$ cat src/rtl/fan_pwm_tach_ctrl.sv
// ---------------------------------------------------------------------------
// fan_pwm_tach_ctrl
//
// Fan control stage for the control-board top wrapper. It drives one PWM pin
// shared by all fan headers and measures the six fan tachometer inputs.
//
//   * PWM: a prescaler and step counter build a period of
//     (PWM_TOP+1)*PWM_PRESCALE cycles. The software duty is captured on
//     i_duty_we and applied only at a period boundary, so the output never
//     produces a runt pulse.
//   * Tach: every fan input is synchronised, falling edges are counted over a
//     fixed gate window of GATE_CYCLES cycles, and the saturated per-fan
//     counts are published with a stall flag at the end of each window.
//   * Watchdog: if software stops writing the duty for WDOG_GATES windows,
//     the fans are forced to full speed until the next write.
//   * Reset forces the PWM pin high (full speed).
//
// Ports:
//   i_aclk          system clock
//   i_aresetn       asynchronous active-low reset
//   i_duty[7:0]     requested duty in PWM steps (>= PWM_TOP+1 means 100%)
//   i_duty_we       one-cycle write strobe for i_duty, also feeds the watchdog
//   i_min_cnt[15:0] stall threshold in falling edges per gate window
//   i_fan_speed[5:0] asynchronous tach inputs, one per fan
//   o_fan_pwm       PWM to the fan headers, 1 = drive
//   o_tach_cnt[95:0] six 16-bit edge counts, fan i in bits [16i+15:16i]
//   o_tach_valid    one-cycle pulse when o_tach_cnt / o_fan_fault update
//   o_fan_fault[5:0] per-fan stall flag
//   o_wdog_expired  watchdog expired, full speed is being forced
// ---------------------------------------------------------------------------
module fan_pwm_tach_ctrl #(
    parameter int PWM_PRESCALE = 16,
    parameter int PWM_TOP      = 249,
    parameter int GATE_CYCLES  = 100000000,
    parameter int WDOG_GATES   = 3
) (
    input  logic        i_aclk,
    input  logic        i_aresetn,
    input  logic [7:0]  i_duty,
    input  logic        i_duty_we,
    input  logic [15:0] i_min_cnt,
    input  logic [5:0]  i_fan_speed,
    output logic        o_fan_pwm,
    output logic [95:0] o_tach_cnt,
    output logic        o_tach_valid,
    output logic [5:0]  o_fan_fault,
    output logic        o_wdog_expired
);

    localparam int PW = (PWM_PRESCALE > 1) ? $clog2(PWM_PRESCALE) : 1;
    localparam int GW = (GATE_CYCLES > 1) ? $clog2(GATE_CYCLES) : 1;
    localparam int WW = $clog2(WDOG_GATES + 1);

    localparam logic [PW-1:0] PRESC_LAST = PW'(PWM_PRESCALE - 1);
    localparam logic [8:0]    STEP_LAST  = 9'(PWM_TOP);
    localparam logic [8:0]    DUTY_FULL  = 9'(PWM_TOP + 1);
    localparam logic [GW-1:0] GATE_LAST  = GW'(GATE_CYCLES - 1);
    localparam logic [WW-1:0] WDOG_LIMIT = WW'(WDOG_GATES);

    // Any duty at or above PWM_TOP+1 behaves as 100%.
    function automatic logic [8:0] clamp_duty(input logic [7:0] d);
        logic [8:0] dx;
        dx = {1'b0, d};
        return (dx > DUTY_FULL) ? DUTY_FULL : dx;
    endfunction

    // Edge accumulator that sticks at full scale instead of wrapping.
    function automatic logic [15:0] sat16(input logic [15:0] a, input logic inc);
        return (inc && (a != 16'hFFFF)) ? a + 16'd1 : a;
    endfunction

    // -----------------------------------------------------------------------
    // PWM timebase and duty registers
    // -----------------------------------------------------------------------
    logic [PW-1:0] presc_cnt;
    logic [8:0]    step_cnt;
    logic [7:0]    duty_req;
    logic [7:0]    duty_act;
    logic          presc_wrap;
    logic          period_end;
    logic [8:0]    duty_eff;

    always_comb begin
        presc_wrap = (presc_cnt == PRESC_LAST);
        period_end = presc_wrap && (step_cnt == STEP_LAST);
        duty_eff   = clamp_duty(duty_act);
    end

    always_ff @(posedge i_aclk or negedge i_aresetn) begin
        if (!i_aresetn) begin
            presc_cnt <= '0;
            step_cnt  <= '0;
            duty_req  <= 8'hFF;
            duty_act  <= 8'hFF;
            o_fan_pwm <= 1'b1;
        end else begin
            if (presc_wrap) begin
                presc_cnt <= '0;
                step_cnt  <= period_end ? 9'd0 : step_cnt + 9'd1;
            end else begin
                presc_cnt <= presc_cnt + 1'b1;
            end

            if (i_duty_we) begin
                duty_req <= i_duty;
            end

            // Duty only changes on a period boundary; the watchdog overrides
            // whatever software last asked for.
            if (period_end) begin
                duty_act <= o_wdog_expired ? 8'hFF : duty_req;
            end

            o_fan_pwm <= (step_cnt < duty_eff);
        end
    end

    // -----------------------------------------------------------------------
    // Tach synchroniser (_p0, _p1) and history (_p2) for edge detection
    // -----------------------------------------------------------------------
    logic [5:0] sync_p0;
    logic [5:0] sync_p1;
    logic [5:0] hist_p2;
    logic [5:0] fall;

    always_ff @(posedge i_aclk or negedge i_aresetn) begin
        if (!i_aresetn) begin
            sync_p0 <= '0;
            sync_p1 <= '0;
            hist_p2 <= '0;
        end else begin
            sync_p0 <= i_fan_speed;
            sync_p1 <= sync_p0;
            hist_p2 <= sync_p1;
        end
    end

    assign fall = hist_p2 & ~sync_p1;

    // -----------------------------------------------------------------------
    // Gate window, per-fan accumulators, published counts and stall flags
    // -----------------------------------------------------------------------
    logic [GW-1:0]    gate_cnt;
    logic             gate_end;
    logic [5:0][15:0] acc;
    logic [5:0][15:0] acc_nxt;
    logic [5:0][15:0] tach_cnt;
    logic [5:0]       fault_nxt;

    always_comb begin
        gate_end  = (gate_cnt == GATE_LAST);
        acc_nxt   = '0;
        fault_nxt = '0;
        for (int i = 0; i < 6; i++) begin
            // An edge seen in the final window cycle still belongs to it.
            acc_nxt[i]   = sat16(acc[i], fall[i]);
            fault_nxt[i] = (acc_nxt[i] < i_min_cnt);
        end
    end

    always_ff @(posedge i_aclk or negedge i_aresetn) begin
        if (!i_aresetn) begin
            gate_cnt     <= '0;
            acc          <= '0;
            tach_cnt     <= '0;
            o_fan_fault  <= '0;
            o_tach_valid <= 1'b0;
        end else begin
            o_tach_valid <= gate_end;
            if (gate_end) begin
                gate_cnt    <= '0;
                tach_cnt    <= acc_nxt;
                acc         <= '0;
                o_fan_fault <= fault_nxt;
            end else begin
                gate_cnt    <= gate_cnt + 1'b1;
                acc         <= acc_nxt;
            end
        end
    end

    assign o_tach_cnt = tach_cnt;

    // -----------------------------------------------------------------------
    // Software watchdog: counts closed windows since the last duty write.
    // A write in the same cycle as a window end takes priority.
    // -----------------------------------------------------------------------
    logic [WW-1:0] wdog_cnt;

    always_ff @(posedge i_aclk or negedge i_aresetn) begin
        if (!i_aresetn) begin
            wdog_cnt       <= '0;
            o_wdog_expired <= 1'b0;
        end else if (i_duty_we) begin
            wdog_cnt       <= '0;
            o_wdog_expired <= 1'b0;
        end else if (gate_end && (wdog_cnt != WDOG_LIMIT)) begin
            wdog_cnt <= wdog_cnt + 1'b1;
            if ((wdog_cnt + 1'b1) == WDOG_LIMIT) begin
                o_wdog_expired <= 1'b1;
            end
        end
    end

endmodule

$ cat config.mk
export PLATFORM = sky130hd
export DESIGN_NAME = fan_pwm_tach_ctrl
export DESIGN_NICKNAME = d
export VERILOG_FILES = /design/src/rtl/fan_pwm_tach_ctrl.sv
export SDC_FILE = /design/constraint.sdc
export NUM_CORES = 1
export LEC_CHECK = 0
export ABC_CLOCK_PERIOD_IN_PS = 5100
export CORE_MARGIN = 1
export CORE_UTILIZATION = 40
export CTS_CLUSTER_SIZE = 28
export DETAILED_ROUTE_END_ITERATION = 8
export DONT_BUFFER_PORTS = 1
export GPL_TIMING_DRIVEN = 0
export PLACE_DENSITY = 0.61
export REMOVE_ABC_BUFFERS = 1
export SYNTH_ARGS = -nofsm -noshare
export SYNTH_HDL_FRONTEND = slang
export SYNTH_SLANG_ARGS = --single-unit
export TNS_END_PERCENT = 20
$ cat constraint.sdc
create_clock -name i_aclk -period 5.1 [get_ports i_aclk]
set_clock_uncertainty 0.1 [all_clocks]
set_input_delay 0.765 -clock i_aclk [delete_from_list [all_inputs] [get_ports i_aclk]]
set_output_delay 0.765 -clock i_aclk [all_outputs]
set_load 0.02 [all_outputs]
**After elaboration in Yosys (flattened, before gate mapping)**

Index checks and enable logic that the tools add are counted.
W data, S select, Z words.

- Add/subtract/negate cells: 10
- Multiply operators: 0
- Divide/modulo/power cells: 0
- Magnitude comparators: 8
- Eq/ne operators: 11
- Shifts and indexed selects: 0
- Muxes and demuxes: 17
- Bitwise logic cells: 2
- Reductions and logical operators: 11

Operator list:

| cell | count |
|---|---|
| $add A16 B1 Y16 const B | 6 |
| $lt A16 B16 Y1 | 6 |
| $mux W16 | 6 |
| $mux W96 | 1 |
| $ne A16 B16 Y1 const B | 6 |
| $add A27 B1 Y27 const B | 1 |
| $eq A27 B27 Y1 const B | 1 |
| $mux W27 | 1 |
| $mux W8 | 2 |
| $add A9 B1 Y9 const B | 1 |
| $eq A9 B8 Y1 const B | 1 |
| $lt A9 B8 Y1 | 1 |
| $mux W9 | 1 |
| $gt A8 B8 Y1 const B | 1 |
| $logic_and A1 B1 Y1 | 8 |
| $and A6 B6 Y6 | 1 |
| $not A6 Y6 | 1 |
| $add A4 B1 Y4 const B | 1 |
| $eq A4 B4 Y1 const B | 1 |
| $mux W2 | 2 |
| $mux W4 | 1 |
| $reduce_bool A2 Y1 | 2 |
| $mux W1 | 3 |
| $add A2 B1 Y2 const B | 1 |
| 3 further kinds | 3 |

- Bits in registers: 277
- Latch bits: 0
- Memory bits (writable): 0
- Memory bits (read-only): 0
- Word-level logic and storage cells: 84
- Memories: 0

**Logic depth before layout (Yosys ltp)**

Gate-level depths: netlist of the first run.

- Depth in word-level cells: 5
- Mapped depth: 14
- Mapped depth without buffers: 14

**Worst setup path after synthesis of the first run**

Ideal clock, no wire load.

- Path kind: reg-to-reg
- Start: register acc[69] in the netlist's numbering
- End: register o_fan_fault[4]
- Setup time: 66 ps
- Arrival: 3299 ps
- Required time: 4934 ps
- Slack: 1635 ps
- Cell stages (with the launch flop): 13
- Path buffers: 0
- Clock period less this slack: 3465 ps
- Cell sequence: dfrtp_1 and4_1 and2_1 a2111oi_0 xnor2_1 inv_1 ha_1 o21ai_0 nor2_1 a2111oi_0 or4bb_1 nand3_1 a22o_1

RTL lines:

| element | RTL line | RTL |
|---|---|---|
| start, declared | 145 | `logic [5:0][15:0] acc;` |
| start signal, assigned | 177 | `acc <= acc_nxt;` |
| end signal, assigned | 174 | `o_fan_fault <= fault_nxt;` |
| end, declared | 46 | `output logic [5:0] o_fan_fault,` |

==> flow_results.xml, run 1 <==
<?xml version="1.0" encoding="UTF-8"?>
<metrics>
  <group name="sta">
    <metric name="timing.hold.ws" unit="ps">-153</metric>
    <metric name="report.final.hold_viol_count" unit="">139</metric>
    <metric name="worst_slew_pin_slew" unit="ps">1050</metric>
    <metric name="setup-violations-final" unit="">0</metric>
    <metric name="finalMaxSlewViolations" unit="">0</metric>
    <metric name="layout_setup_ws" unit="ps">1000</metric>
    <metric name="fin_crit" unit="ps">4100</metric>
    <metric name="worst_slew_margin_rel" unit="%">29.1</metric>
    <metric name="max_frequency" unit="GHz">0.244</metric>
    <metric name="grt_setup_unrepaired" unit="">false</metric>
    <metric name="timing.final.crit_share" unit="%">80.4</metric>
  </group>
  <group name="clocking">
    <metric name="cts_tree" unit="">yes</metric>
    <metric name="cts_root_buf" unit="">sky130_fd_sc_hd__clkbuf_16</metric>
    <metric name="numCtsBuffers" unit="">34</metric>
    <metric name="clock_tree.buffer_depth" unit="">3</metric>
    <metric name="clkSinkCount" unit="">277</metric>
    <metric name="path_clk_slew" unit="ps">60</metric>
    <metric name="post_cts_setup_repair_buffer_count" unit="">0</metric>
    <metric name="clock_insertion_delay_worst_skew" unit="ps">520</metric>
    <metric name="ctsHtreeMaxLevel" unit="">2</metric>
    <metric name="cts-resized-gates" unit="">0</metric>
  </group>
  <group name="floorplan">
    <metric name="die_w" unit="um">190</metric>
    <metric name="die_height" unit="um">190</metric>
    <metric name="placement_rows" unit="">68</metric>
    <metric name="design.die.area" unit="um^2">36200</metric>
    <metric name="initial_core_util" unit="%">40.9</metric>
    <metric name="pin_count" unit="">138</metric>
    <metric name="core-area" unit="um^2">34700</metric>
  </group>
  <group name="synthesis">
    <metric name="synth_largest_type_area_fraction" unit="%">45.9</metric>
    <metric name="synthesized_area" unit="um^2">14200</metric>
    <metric name="synth_area_per_cell" unit="um^2">9.51</metric>
    <metric name="synth_commonest_cells" unit="">sky130_fd_sc_hd__dfrtp_1, sky130_fd_sc_hd__nor2_1, sky130_fd_sc_hd__nand2_1</metric>
    <metric name="biggest_area_consumer_among_synthesized_cells" unit="">sky130_fd_sc_hd__dfrtp_1</metric>
    <metric name="synth.ff_latch_count" unit="">277</metric>
    <metric name="synthAdderAreaFrac" unit="%">9.61</metric>
    <metric name="synth_cell_type_count" unit="">57</metric>
    <metric name="synth-compound-area-share" unit="%">9.68</metric>
    <metric name="synthFlopType" unit="">sky130_fd_sc_hd__dfrtp_1</metric>
    <metric name="synth-xor-area-share" unit="%">7.04</metric>
    <metric name="netlist_top_cells_area" unit="">sky130_fd_sc_hd__dfrtp_1, sky130_fd_sc_hd__ha_1, sky130_fd_sc_hd__o21ai_0</metric>
    <metric name="asr_flop_ratio_synth" unit="%">100</metric>
    <metric name="synth_top_family_by_area" unit="">simple AND/OR/NAND/NOR gates</metric>
    <metric name="synth.yosys.seq_area_share" unit="%">49.0</metric>
    <metric name="synth.most_common_cell" unit="">sky130_fd_sc_hd__dfrtp_1</metric>
    <metric name="syn-instance-count" unit="">1492</metric>
    <metric name="yosys.area_share.simple" unit="%">18.7</metric>
    <metric name="synth.area.mux_share" unit="%">1.21</metric>
    <metric name="synth-warning-count" unit="">0</metric>
    <metric name="synth_enable_flop_cells" unit="">0</metric>
  </group>
  <group name="detailed_routing">
    <metric name="vias_per_cell" unit="">5.23</metric>
    <metric name="dr.pass1.iters" unit="">4</metric>
    <metric name="remaining_drc_errors" unit="">0</metric>
    <metric name="dr_total_vias" unit="">10300</metric>
    <metric name="initialDrtViolationCount" unit="">526</metric>
    <metric name="drtAntennaViolNets" unit="">0</metric>
    <metric name="postRouteWirelength" unit="um">33000</metric>
    <metric name="routedWlPerCell" unit="um">16.7</metric>
  </group>
  <group name="critical_path">
    <metric name="reg2reg_to" unit="">o_fan_fault[4]$_DFFE_PN0P_</metric>
    <metric name="r2r_cells" unit="">12</metric>
    <metric name="endpoint_kind" unit="">register</metric>
    <metric name="critPathLaunchType" unit="">register</metric>
    <metric name="worstReg2RegStart" unit="">acc[73]$_DFF_PN0_</metric>
    <metric name="criticalPathCategory" unit="">register to register</metric>
    <metric name="largest_driver_fanout_on_the_critical_path" unit="">6</metric>
    <metric name="critPathRequiredTime" unit="ps">5450</metric>
    <metric name="crit_arrival" unit="ps">4450</metric>
    <metric name="ff2ff_setup_slack" unit="ps">1000</metric>
  </group>
  <group name="outcome">
    <metric name="status" unit="">finished with violations</metric>
    <metric name="violations" unit="">negative hold slack</metric>
  </group>
  <group name="placed_design">
    <metric name="routabilityCongestion" unit="">0.839</metric>
    <metric name="place_ws" unit="ps">1120</metric>
    <metric name="placement.io_buffers" unit="">0</metric>
    <metric name="detailed_place_hpwl" unit="um">23100</metric>
  </group>
  <group name="min_path">
    <metric name="hp-class" unit="">primary input to async pin</metric>
  </group>
  <group name="finish">
    <metric name="n_fill_cell" unit="">3334</metric>
    <metric name="post_route_cells_drive_above_1_share" unit="%">6.52</metric>
    <metric name="final_net_count" unit="">1634</metric>
    <metric name="antenna_cells_inserted" unit="">0</metric>
    <metric name="flow.area_growth_from_synthesis" unit="%">11.8</metric>
  </group>
  <group name="global_route">
    <metric name="grt_pass1_vias" unit="">10200</metric>
    <metric name="grt_first_pass_wirelength" unit="um">53500</metric>
    <metric name="globalRoute.totalOverflow" unit="">0</metric>
    <metric name="pin_count_of_the_biggest_net_entering_global_routing" unit="">278</metric>
    <metric name="grt_usage" unit="%">18.7</metric>
    <metric name="grt_antenna_before_repair" unit="">0</metric>
  </group>
  <group name="power">
    <metric name="worst_ir_drop_vdd" unit="mV">0.260</metric>
    <metric name="report.power.total" unit="mW">5.76</metric>
    <metric name="power.static_leakage" unit="nW">7.71</metric>
    <metric name="power_density" unit="nW/um^2">363</metric>
  </group>
  <group name="flow_run">
    <metric name="maxCapViolCount" unit="">0</metric>
  </group>
</metrics>
[where the power goes]
group | total (mW) | internal (mW) | leakage [nW] | switching (mW)
Sequential | 2.50 | 2.34 | 3.65 | 0.153
Combinational | 0.728 | 0.300 | 3.46 | 0.428
Clock | 2.54 | 1.59 | 0.594 | 0.944
Total | 5.76 | 4.24 | 7.71 | 1.53
[layout by cell type (no fill, tap or decap), types with 4 or more instances in the layout]
cell and n:
sky130_fd_sc_hd__or2_2 5, sky130_fd_sc_hd__dfstp_2 17, sky130_fd_sc_hd__o211ai_1 7, sky130_fd_sc_hd__a21oi_1 33, sky130_fd_sc_hd__clkbuf_16 35, sky130_fd_sc_hd__a21o_1 4
sky130_fd_sc_hd__nand3_1 51, sky130_fd_sc_hd__dfrtp_1 260, sky130_fd_sc_hd__a31oi_1 4, sky130_fd_sc_hd__nand4_1 45, sky130_fd_sc_hd__and3_1 13, sky130_fd_sc_hd__a2111oi_0 6
sky130_fd_sc_hd__clkbuf_8 5, sky130_fd_sc_hd__mux2i_1 7, sky130_fd_sc_hd__clkinv_2 7, sky130_fd_sc_hd__nor2b_1 11, sky130_fd_sc_hd__nor2_1 192, sky130_fd_sc_hd__nand2_1 157
sky130_fd_sc_hd__nand2b_1 14, sky130_fd_sc_hd__or3_1 7, sky130_fd_sc_hd__and4_1 10, sky130_fd_sc_hd__ha_1 109, sky130_fd_sc_hd__bufinv_16 5, sky130_fd_sc_hd__a211oi_1 12
sky130_fd_sc_hd__nor3_1 28, sky130_fd_sc_hd__o21ai_0 144, sky130_fd_sc_hd__inv_1 131, sky130_fd_sc_hd__clkbuf_1 6, sky130_fd_sc_hd__and2_1 7, sky130_fd_sc_hd__nor4_1 14
sky130_fd_sc_hd__xor2_1 39, sky130_fd_sc_hd__xnor2_1 75, sky130_fd_sc_hd__mux2_2 9
[per-layer routing]
| layer | vias to the layer above | GRT usage, % | share of wire (%) |
|---|---|---|---|
| met5 | - | 0 | 0 |
| met4 | 0 | 6.49 | 2.8 |
| met3 | 53 | 3.20 | 4.5 |
| met2 | 178 | 30.1 | 46 |
| met1 | 4991 | 25.3 | 47 |
| li1 | 5087 | - | - |
[cell type report]
| type | instances | area, um^2 | area share, % |
|---|---|---|---|
| Inverter | 132 | 498 | 3.14 |
| Multi-Input combinational cell | 1044 | 6560 | 41.3 |
| Clock inverter | 16 | 235 | 1.48 |
| Sequential cell | 277 | 6950 | 43.8 |
| Tap cell | 455 | 569 | 3.59 |
| Timing Repair Buffer | 3 | 82.6 | 0.521 |
| Clock buffer | 46 | 967 | 6.10 |
[stage by stage]
stage               hold slack (ps)  util (%)  instance area (um^2)  instances  setup TNS [ps]
detailed placement              236      42.2                 14700       1911               0
floorplan                       231         -                 14000       1453         -111690
global placement                235      42.0                 14600       1908         -672120
CTS                            -173      45.7                 15900       1973               0
global route                   -176      45.7                 15900       1973               0
finish                         -153      45.7                 15900       1973               0
[cells by family after synthesis]
family                     Yosys count
DFF                                277
adders and majority gates          109
buffers and inverters              171
muxes                               16
AOI/OAI and AO/OA                  236
and+or+nand+nor                    569
xor gates and xnor gates           114
[flip-flops by register name (all words and copies together) (netlist names)]
register        cells
acc                96
duty_act            8
duty_req            8
gate_cnt           27
hist_p2             6
o_fan_fault         6
o_fan_pwm           1
o_tach_cnt         96
o_tach_valid        1
o_wdog_expired      1
presc_cnt           4
step_cnt            9
sync_p0             6
sync_p1             6
wdog_cnt            2
[worst max-delay path, cell delays in order (launching register included)]
cell                        delay (ps)
sky130_fd_sc_hd__dfrtp_1           440
sky130_fd_sc_hd__nand4_1           220
sky130_fd_sc_hd__nor2_1            150
sky130_fd_sc_hd__a2111oi_0         680
sky130_fd_sc_hd__xnor2_1           310
sky130_fd_sc_hd__inv_1             100
sky130_fd_sc_hd__ha_1              220
sky130_fd_sc_hd__a211oi_1          260
sky130_fd_sc_hd__nor2_1            100
sky130_fd_sc_hd__a2111oi_0         680
sky130_fd_sc_hd__or4bb_1           560
sky130_fd_sc_hd__nand3_1           110
sky130_fd_sc_hd__a22o_1            120
[how the worst max path moves through the flow]
stage                                      from                         end  slack (ps)
final                         acc[73]$_DFF_PN0_  o_fan_fault[4]$_DFFE_PN0P_        1000
after global routing          acc[73]$_DFF_PN0_  o_fan_fault[4]$_DFFE_PN0P_         610
after CTS                     acc[69]$_DFF_PN0_  o_fan_fault[4]$_DFFE_PN0P_        1060
after detailed placement      acc[69]$_DFF_PN0_  o_fan_fault[4]$_DFFE_PN0P_        1120
after global placement    gate_cnt[0]$_DFF_PN0_      o_tach_valid$_DFF_PN0_       -5090
after floorplan           gate_cnt[0]$_DFF_PN0_      o_tach_valid$_DFF_PN0_       -1150
Note: power is estimated with default switching activity, not from simulation.
==> run 2, diff against run 1 <==
- ABC_CLOCK_PERIOD_IN_PS: 5100 -> 4100
- clock period: 5.1 -> 4.1 ns (I/O delays scaled with it)
==> flow_results.xml, run 2 (synthesis results as in run 1) <==
<?xml version="1.0" encoding="UTF-8"?>
<metrics>
  <group name="outcome">
    <metric name="status" unit="">finished with violations</metric>
    <metric name="violations" unit="">negative hold slack</metric>
  </group>
  <group name="clocking">
    <metric name="cts_tree" unit="">yes</metric>
    <metric name="clock_tree.buffer_depth" unit="">3</metric>
    <metric name="clkSinkCount" unit="">277</metric>
    <metric name="post_cts_setup_repair_buffer_count" unit="">0</metric>
    <metric name="cts_root_buf" unit="">sky130_fd_sc_hd__clkbuf_16</metric>
    <metric name="clock_insertion_delay_worst_skew" unit="ps">510</metric>
    <metric name="numCtsBuffers" unit="">34</metric>
    <metric name="ctsHtreeMaxLevel" unit="">2</metric>
    <metric name="path_clk_slew" unit="ps">60</metric>
  </group>
  <group name="floorplan">
    <metric name="placement_rows" unit="">68</metric>
    <metric name="pin_count" unit="">138</metric>
    <metric name="die_w" unit="um">190</metric>
    <metric name="die_height" unit="um">190</metric>
    <metric name="core-area" unit="um^2">34700</metric>
    <metric name="initial_core_util" unit="%">40.9</metric>
    <metric name="design.die.area" unit="um^2">36200</metric>
  </group>
  <group name="flow_run">
    <metric name="maxCapViolCount" unit="">0</metric>
  </group>
  <group name="placed_design">
    <metric name="placement.io_buffers" unit="">0</metric>
    <metric name="place_ws" unit="ps">121</metric>
    <metric name="routabilityCongestion" unit="">0.839</metric>
    <metric name="postPlaceCellArea" unit="um^2">14700</metric>
    <metric name="detailed_place_hpwl" unit="um">23100</metric>
  </group>
  <group name="finish">
    <metric name="postLayoutCellArea" unit="um^2">15900</metric>
    <metric name="final_net_count" unit="">1634</metric>
    <metric name="antenna_cells_inserted" unit="">0</metric>
    <metric name="flow.area_growth_from_synthesis" unit="%">12.0</metric>
    <metric name="post_route_cells_drive_above_1_share" unit="%">6.79</metric>
    <metric name="mostFrequentLayoutCells" unit="">sky130_fd_sc_hd__dfrtp_1, sky130_fd_sc_hd__nor2_1, sky130_fd_sc_hd__nand2_1, sky130_fd_sc_hd__o21ai_0, sky130_fd_sc_hd__inv_1</metric>
    <metric name="most_frequent_standard_cell_in_the_layout_excluding_fill_and_tap_cells" unit="">sky130_fd_sc_hd__dfrtp_1</metric>
  </group>
  <group name="detailed_routing">
    <metric name="initialDrtViolationCount" unit="">548</metric>
    <metric name="dr.pass1.iters" unit="">5</metric>
    <metric name="routedWlPerCell" unit="um">16.8</metric>
    <metric name="dr_total_vias" unit="">10300</metric>
    <metric name="drtAntennaViolNets" unit="">0</metric>
    <metric name="vias_per_cell" unit="">5.22</metric>
    <metric name="postRouteWirelength" unit="um">33100</metric>
    <metric name="remaining_drc_errors" unit="">0</metric>
  </group>
  <group name="critical_path">
    <metric name="criticalPathCategory" unit="">register to register</metric>
    <metric name="cell_by_cell_trace_of_the_critical_path" unit="">ha_1 -&gt; and3_1 -&gt; a311oi_1 -&gt; nand3_1 -&gt; xor2_1 -&gt; inv_1 -&gt; ha_1 -&gt; o21ai_0 -&gt; nor2_1 -&gt; a2111oi_2 -&gt; or4bb_1 -&gt; nand3_1 -&gt; a22o_1</metric>
    <metric name="crit_arrival" unit="ps">4070</metric>
    <metric name="endpoint_kind" unit="">register</metric>
    <metric name="critical-path-max-stage-delay" unit="ps">530</metric>
    <metric name="critPathRequiredTime" unit="ps">4450</metric>
    <metric name="cpLargestDelayFamily" unit="">simple AND/OR/NAND/NOR gates</metric>
    <metric name="cp_num_buf_inv" unit="">1</metric>
    <metric name="critPathLaunchType" unit="">register</metric>
    <metric name="largest_driver_fanout_on_the_critical_path" unit="">6</metric>
    <metric name="slowest_stage" unit="">sky130_fd_sc_hd__or4bb_1</metric>
  </group>
  <group name="power">
    <metric name="power.sequential.fraction" unit="%">43.2</metric>
    <metric name="worst_ir_drop_vdd" unit="mV">0.323</metric>
    <metric name="power.switching" unit="mW">1.90</metric>
    <metric name="power_switching_share" unit="%">26.5</metric>
    <metric name="power.static_leakage" unit="nW">7.71</metric>
    <metric name="cellInternalPower" unit="mW">5.28</metric>
    <metric name="power_density" unit="nW/um^2">452</metric>
    <metric name="comb_power_share" unit="%">12.7</metric>
    <metric name="power_frac_clock" unit="%">44.0</metric>
  </group>
  <group name="sta">
    <metric name="grt_setup_unrepaired" unit="">false</metric>
    <metric name="max_frequency" unit="GHz">0.269</metric>
    <metric name="worst_slew_pin_slew" unit="ps">1060</metric>
    <metric name="report.final.hold_viol_count" unit="">260</metric>
    <metric name="finalMaxSlewViolations" unit="">0</metric>
    <metric name="timing.hold.ws" unit="ps">-304</metric>
    <metric name="setup-violations-final" unit="">0</metric>
    <metric name="tns" unit="ps">0</metric>
    <metric name="worst_slew_margin_rel" unit="%">28.9</metric>
    <metric name="timing.final.crit_share" unit="%">90.7</metric>
    <metric name="layout_setup_ws" unit="ps">382</metric>
    <metric name="fin_crit" unit="ps">3720</metric>
  </group>
  <group name="global_route">
    <metric name="pin_count_of_the_biggest_net_entering_global_routing" unit="">278</metric>
    <metric name="grt_usage" unit="%">18.7</metric>
    <metric name="grt_first_pass_wirelength" unit="um">53500</metric>
    <metric name="grt_pass1_vias" unit="">10200</metric>
    <metric name="grt_antenna_before_repair" unit="">0</metric>
    <metric name="globalRoute.totalOverflow" unit="">0</metric>
  </group>
  <group name="min_path">
    <metric name="hp-class" unit="">primary input to async pin</metric>
  </group>
</metrics>
[run 2: cell counts in the layout (fill, tap and decap cells not counted)]
Identical to the previous run, type by type.
[run 2: area by class of cell]
class                           count  area [um^2]
Fill cell                        3331        18800
Inverter                          132          498
Tap cell                          455          569
Clock inverter                     16          235
Timing Repair Buffer                3         82.6
Sequential cell                   277         6950
Clock buffer                       46          967
Multi-Input combinational cell   1044         6580
[run 2: power by group through the flow]
stage / logic, mW / clock network [mW] / registers (mW)
floorplan: 0.685 / 0 / 3.11
global placement: 0.869 / 0 / 3.14
detailed placement: 0.909 / 0 / 3.15
CTS: 0.915 / 3.24 / 3.10
global route: 1.07 / 3.35 / 3.13
finish: 0.914 / 3.16 / 3.10
[run 2: metal layers]
| layer | wire (um) | up-vias | global-route usage, % |
|---|---|---|---|
| met5 | 0 | - | 0 |
| met1 | 15500 | 4973 | 25.3 |
| met3 | 1520 | 56 | 3.20 |
| li1 | - | 5085 | - |
| met4 | 951 | 0 | 6.49 |
| met2 | 15100 | 191 | 30.1 |
[run 2: worst reg2reg max path, delay by kind of cell (launching register included)]
| family | cells | cell delay, ps |
|---|---|---|
| flops | 1 | 430 |
| xor+xnor | 1 | 350 |
| fa+ha+maj | 2 | 530 |
| simple gates | 5 | 1070 |
| buf+inv | 1 | 90 |
| compound gates | 4 | 1050 |
[run 2: path summary, 6_finish.rpt]
path / from / end / slack (ps) / cells after the start
min in group i_aclk: i_fan_speed[4] / sync_p0[4]$_DFF_PN0_ / 30 / 0
worst max register to register: acc[64]$_DFF_PN0_ / o_fan_fault[4]$_DFFE_PN0P_ / 380 / 13
worst min-delay path: i_aresetn / o_tach_cnt[33]$_DFFE_PN0P_ / -300 / 0
worst min register to register: sync_p0[2]$_DFF_PN0_ / sync_p1[2]$_DFF_PN0_ / 240 / 0
max in group asynchronous: i_aresetn / acc[22]$_DFF_PN0_ / 3410 / 0
worst max-delay path: acc[64]$_DFF_PN0_ / o_fan_fault[4]$_DFFE_PN0P_ / 380 / 13
[run 2: metrics by stage]
stage	power (mW)	util [%]	hold slack, ps	instances
after floorplan	3.79	-	219	1453
after global placement	4.01	42.0	226	1908
after detailed placement	4.06	42.2	226	1911
after CTS	7.25	45.7	-323	1973
after global routing	7.55	45.8	-326	1973
final	7.18	45.8	-304	1973
[run 2: what timing repair did]
item	in CTS	in global routing
endpoints found under the hold margin	277	277
setup endpoints to repair	0	2
resized for setup	0	6
==> run 3, diff against run 2 <==
- CORE_MARGIN: 1 -> unset
- PLACE_DENSITY: 0.61 -> 0.56
==> flow_results.xml, run 3 (synthesis results as in run 1) <==
<?xml version="1.0" encoding="UTF-8"?>
<metrics>
  <group name="outcome">
    <metric name="status" unit="">finished with violations</metric>
    <metric name="violations" unit="">negative hold slack</metric>
  </group>
  <group name="finish">
    <metric name="finish.cell_count_without_fillers" unit="">1974</metric>
    <metric name="most_frequent_standard_cell_in_the_layout_excluding_fill_and_tap_cells" unit="">sky130_fd_sc_hd__dfrtp_1</metric>
    <metric name="finalCoreUtilization" unit="%">45.7</metric>
    <metric name="post_route_cells_drive_above_1_share" unit="%">6.39</metric>
    <metric name="postLayoutCellArea" unit="um^2">15800</metric>
    <metric name="antenna_cells_inserted" unit="">0</metric>
    <metric name="final_net_count" unit="">1638</metric>
    <metric name="flow.area_growth_from_synthesis" unit="%">11.7</metric>
    <metric name="mostFrequentLayoutCells" unit="">sky130_fd_sc_hd__dfrtp_1, sky130_fd_sc_hd__nor2_1, sky130_fd_sc_hd__nand2_1, sky130_fd_sc_hd__o21ai_0, sky130_fd_sc_hd__inv_1</metric>
  </group>
  <group name="global_route">
    <metric name="globalRoute.totalOverflow" unit="">0</metric>
    <metric name="grt_antenna_before_repair" unit="">0</metric>
    <metric name="grt_pass1_vias" unit="">10300</metric>
    <metric name="grt_usage" unit="%">19.1</metric>
    <metric name="grt_first_pass_wirelength" unit="um">54900</metric>
    <metric name="pin_count_of_the_biggest_net_entering_global_routing" unit="">278</metric>
  </group>
  <group name="floorplan">
    <metric name="die_height" unit="um">190</metric>
    <metric name="core-area" unit="um^2">34700</metric>
    <metric name="design.die.area" unit="um^2">36200</metric>
    <metric name="initial_core_util" unit="%">40.9</metric>
    <metric name="placement_rows" unit="">68</metric>
    <metric name="pin_count" unit="">138</metric>
    <metric name="die_w" unit="um">190</metric>
  </group>
  <group name="sta">
    <metric name="grt_setup_unrepaired" unit="">false</metric>
    <metric name="setup-violations-final" unit="">0</metric>
    <metric name="worst_slew_margin_rel" unit="%">31.9</metric>
    <metric name="max_frequency" unit="GHz">0.259</metric>
    <metric name="timing.hold.ws" unit="ps">-345</metric>
    <metric name="timing.final.crit_share" unit="%">94.3</metric>
    <metric name="finalMaxSlewViolations" unit="">0</metric>
    <metric name="fin_crit" unit="ps">3860</metric>
    <metric name="report.final.hold_viol_count" unit="">260</metric>
    <metric name="worst_slew_pin_slew" unit="ps">1010</metric>
  </group>
  <group name="placed_design">
    <metric name="postPlaceCellArea" unit="um^2">14700</metric>
    <metric name="placement.io_buffers" unit="">0</metric>
    <metric name="detailed_place_hpwl" unit="um">23600</metric>
    <metric name="dpl.cell_count" unit="">1911</metric>
    <metric name="routabilityCongestion" unit="">0.859</metric>
  </group>
  <group name="critical_path">
    <metric name="crit_arrival" unit="ps">4260</metric>
    <metric name="criticalPathCategory" unit="">register to register</metric>
    <metric name="endpoint_kind" unit="">register</metric>
    <metric name="cell_by_cell_trace_of_the_critical_path" unit="">ha_1 -&gt; and3_1 -&gt; a311oi_1 -&gt; nand3_1 -&gt; xor2_1 -&gt; inv_1 -&gt; ha_1 -&gt; o21ai_0 -&gt; nor2_1 -&gt; a2111oi_1 -&gt; or4bb_1 -&gt; nand3_1 -&gt; a22o_1</metric>
    <metric name="critPathRequiredTime" unit="ps">4490</metric>
    <metric name="critical-path-max-stage-delay" unit="ps">560</metric>
    <metric name="critPathLaunchType" unit="">register</metric>
    <metric name="slowest_stage" unit="">sky130_fd_sc_hd__a2111oi_1</metric>
    <metric name="largest_driver_fanout_on_the_critical_path" unit="">6</metric>
  </group>
  <group name="power">
    <metric name="report.power.total" unit="mW">6.99</metric>
    <metric name="power_density" unit="nW/um^2">441</metric>
    <metric name="power.static_leakage" unit="nW">7.67</metric>
    <metric name="worst_ir_drop_vdd" unit="mV">0.393</metric>
  </group>
  <group name="clocking">
    <metric name="clock_insertion_delay_worst_skew" unit="ps">560</metric>
    <metric name="clock_tree.buffer_depth" unit="">3</metric>
    <metric name="ctsHtreeMaxLevel" unit="">1</metric>
    <metric name="path_clk_slew" unit="ps">60</metric>
    <metric name="post_cts_setup_repair_buffer_count" unit="">0</metric>
    <metric name="numCtsBuffers" unit="">31</metric>
    <metric name="cts_tree" unit="">yes</metric>
    <metric name="cts_root_buf" unit="">sky130_fd_sc_hd__clkbuf_16</metric>
    <metric name="clkSinkCount" unit="">277</metric>
    <metric name="postCtsHoldBufs" unit="">7</metric>
  </group>
  <group name="flow_run">
    <metric name="maxCapViolCount" unit="">0</metric>
  </group>
  <group name="detailed_routing">
    <metric name="vias_per_cell" unit="">5.23</metric>
    <metric name="postRouteWirelength" unit="um">33700</metric>
    <metric name="drtAntennaViolNets" unit="">0</metric>
    <metric name="dr_total_vias" unit="">10300</metric>
    <metric name="routedWlPerCell" unit="um">17.1</metric>
    <metric name="initialDrtViolationCount" unit="">480</metric>
    <metric name="remaining_drc_errors" unit="">0</metric>
    <metric name="dr.pass1.iters" unit="">5</metric>
  </group>
  <group name="min_path">
    <metric name="hp-class" unit="">primary input to async pin</metric>
  </group>
</metrics>
run 3: changes by cell type in the layout (fill, tap and decap cells not counted), sizes merged:
cell,change
clkinvlp,+2
clkinv,-7
clkbuf,-2
dlygate4sd3,+7
inv,+1
run 3: path summary, 6_finish.rpt:
| check | cells past startpoint | endpoint | startpoint | slack (ps) |
|---|---|---|---|---|
| max reg2reg | 13 | o_fan_fault[4]$_DFFE_PN0P_ | acc[64]$_DFF_PN0_ | 240 |
| min | 0 | sync_p0[2]$_DFF_PN0_ | i_aresetn | -350 |
| min in group i_aclk | 1 | duty_req[7]$_DFFE_PN1P_ | i_duty[7] | 110 |
| max in group asynchronous | 0 | step_cnt[3]$_DFFE_PN0N_ | i_aresetn | 3660 |
| max | 13 | o_fan_fault[4]$_DFFE_PN0P_ | acc[64]$_DFF_PN0_ | 240 |
| min reg2reg | 0 | sync_p1[1]$_DFF_PN0_ | sync_p0[1]$_DFF_PN0_ | 250 |
run 3: metrics by stage:
| stage | setup TNS, ps | hold slack (ps) | setup WS [ps] |
|---|---|---|---|
| 3_3_place_gp | -888150 | 225 | -6110 |
| 2_1_floorplan | -272710 | 219 | -2150 |
| 5_1_grt | 0 | -382 | 6.93 |
| 6_report | 0 | -345 | 235 |
| 3_5_place_dp | 0 | 225 | 113 |
| 4_1_cts | 0 | -380 | 77.2 |
run 3: per-layer routing:
metal	vias to the layer above	global-route usage (%)	wire [um]
met5	-	0	0
met4	0	6.25	984
met3	54	3.86	1760
met2	190	30.9	15600
met1	4987	25.5	15400
li1	5096	-	-
run 3: layout make-up:
cell class	instances	area [um^2]
Clock buffer	44	905
Clock inverter	12	198
Fill cell	3350	18900
Inverter	132	500
Multi-Input combinational cell	1044	6580
Sequential cell	277	6950
Tap cell	455	569
Timing Repair Buffer	10	145
run 3: repair_timing:
| action | CTS | global route |
|---|---|---|
| hold endpoints to repair | 286 | 277 |
| resized for setup | 0 | 6 |
| setup endpoints to repair | 0 | 59 |
run 3: power breakdown:
group	switching, mW	leakage (nW)	internal, mW	total, mW
logic	0.539	3.49	0.379	0.918
clock network	1.13	0.537	1.84	2.97
registers	0.191	3.65	2.91	3.10
total	1.86	7.67	5.13	6.99
run 3: critical path: cells and delay by family, from the launching register on:
kind,cells,cell delay [ps]
compound gates,4,1180
simple gates,5,1090
fa+ha+maj,2,540
flops,1,440
xor+xnor,1,350
buf+inv,1,90
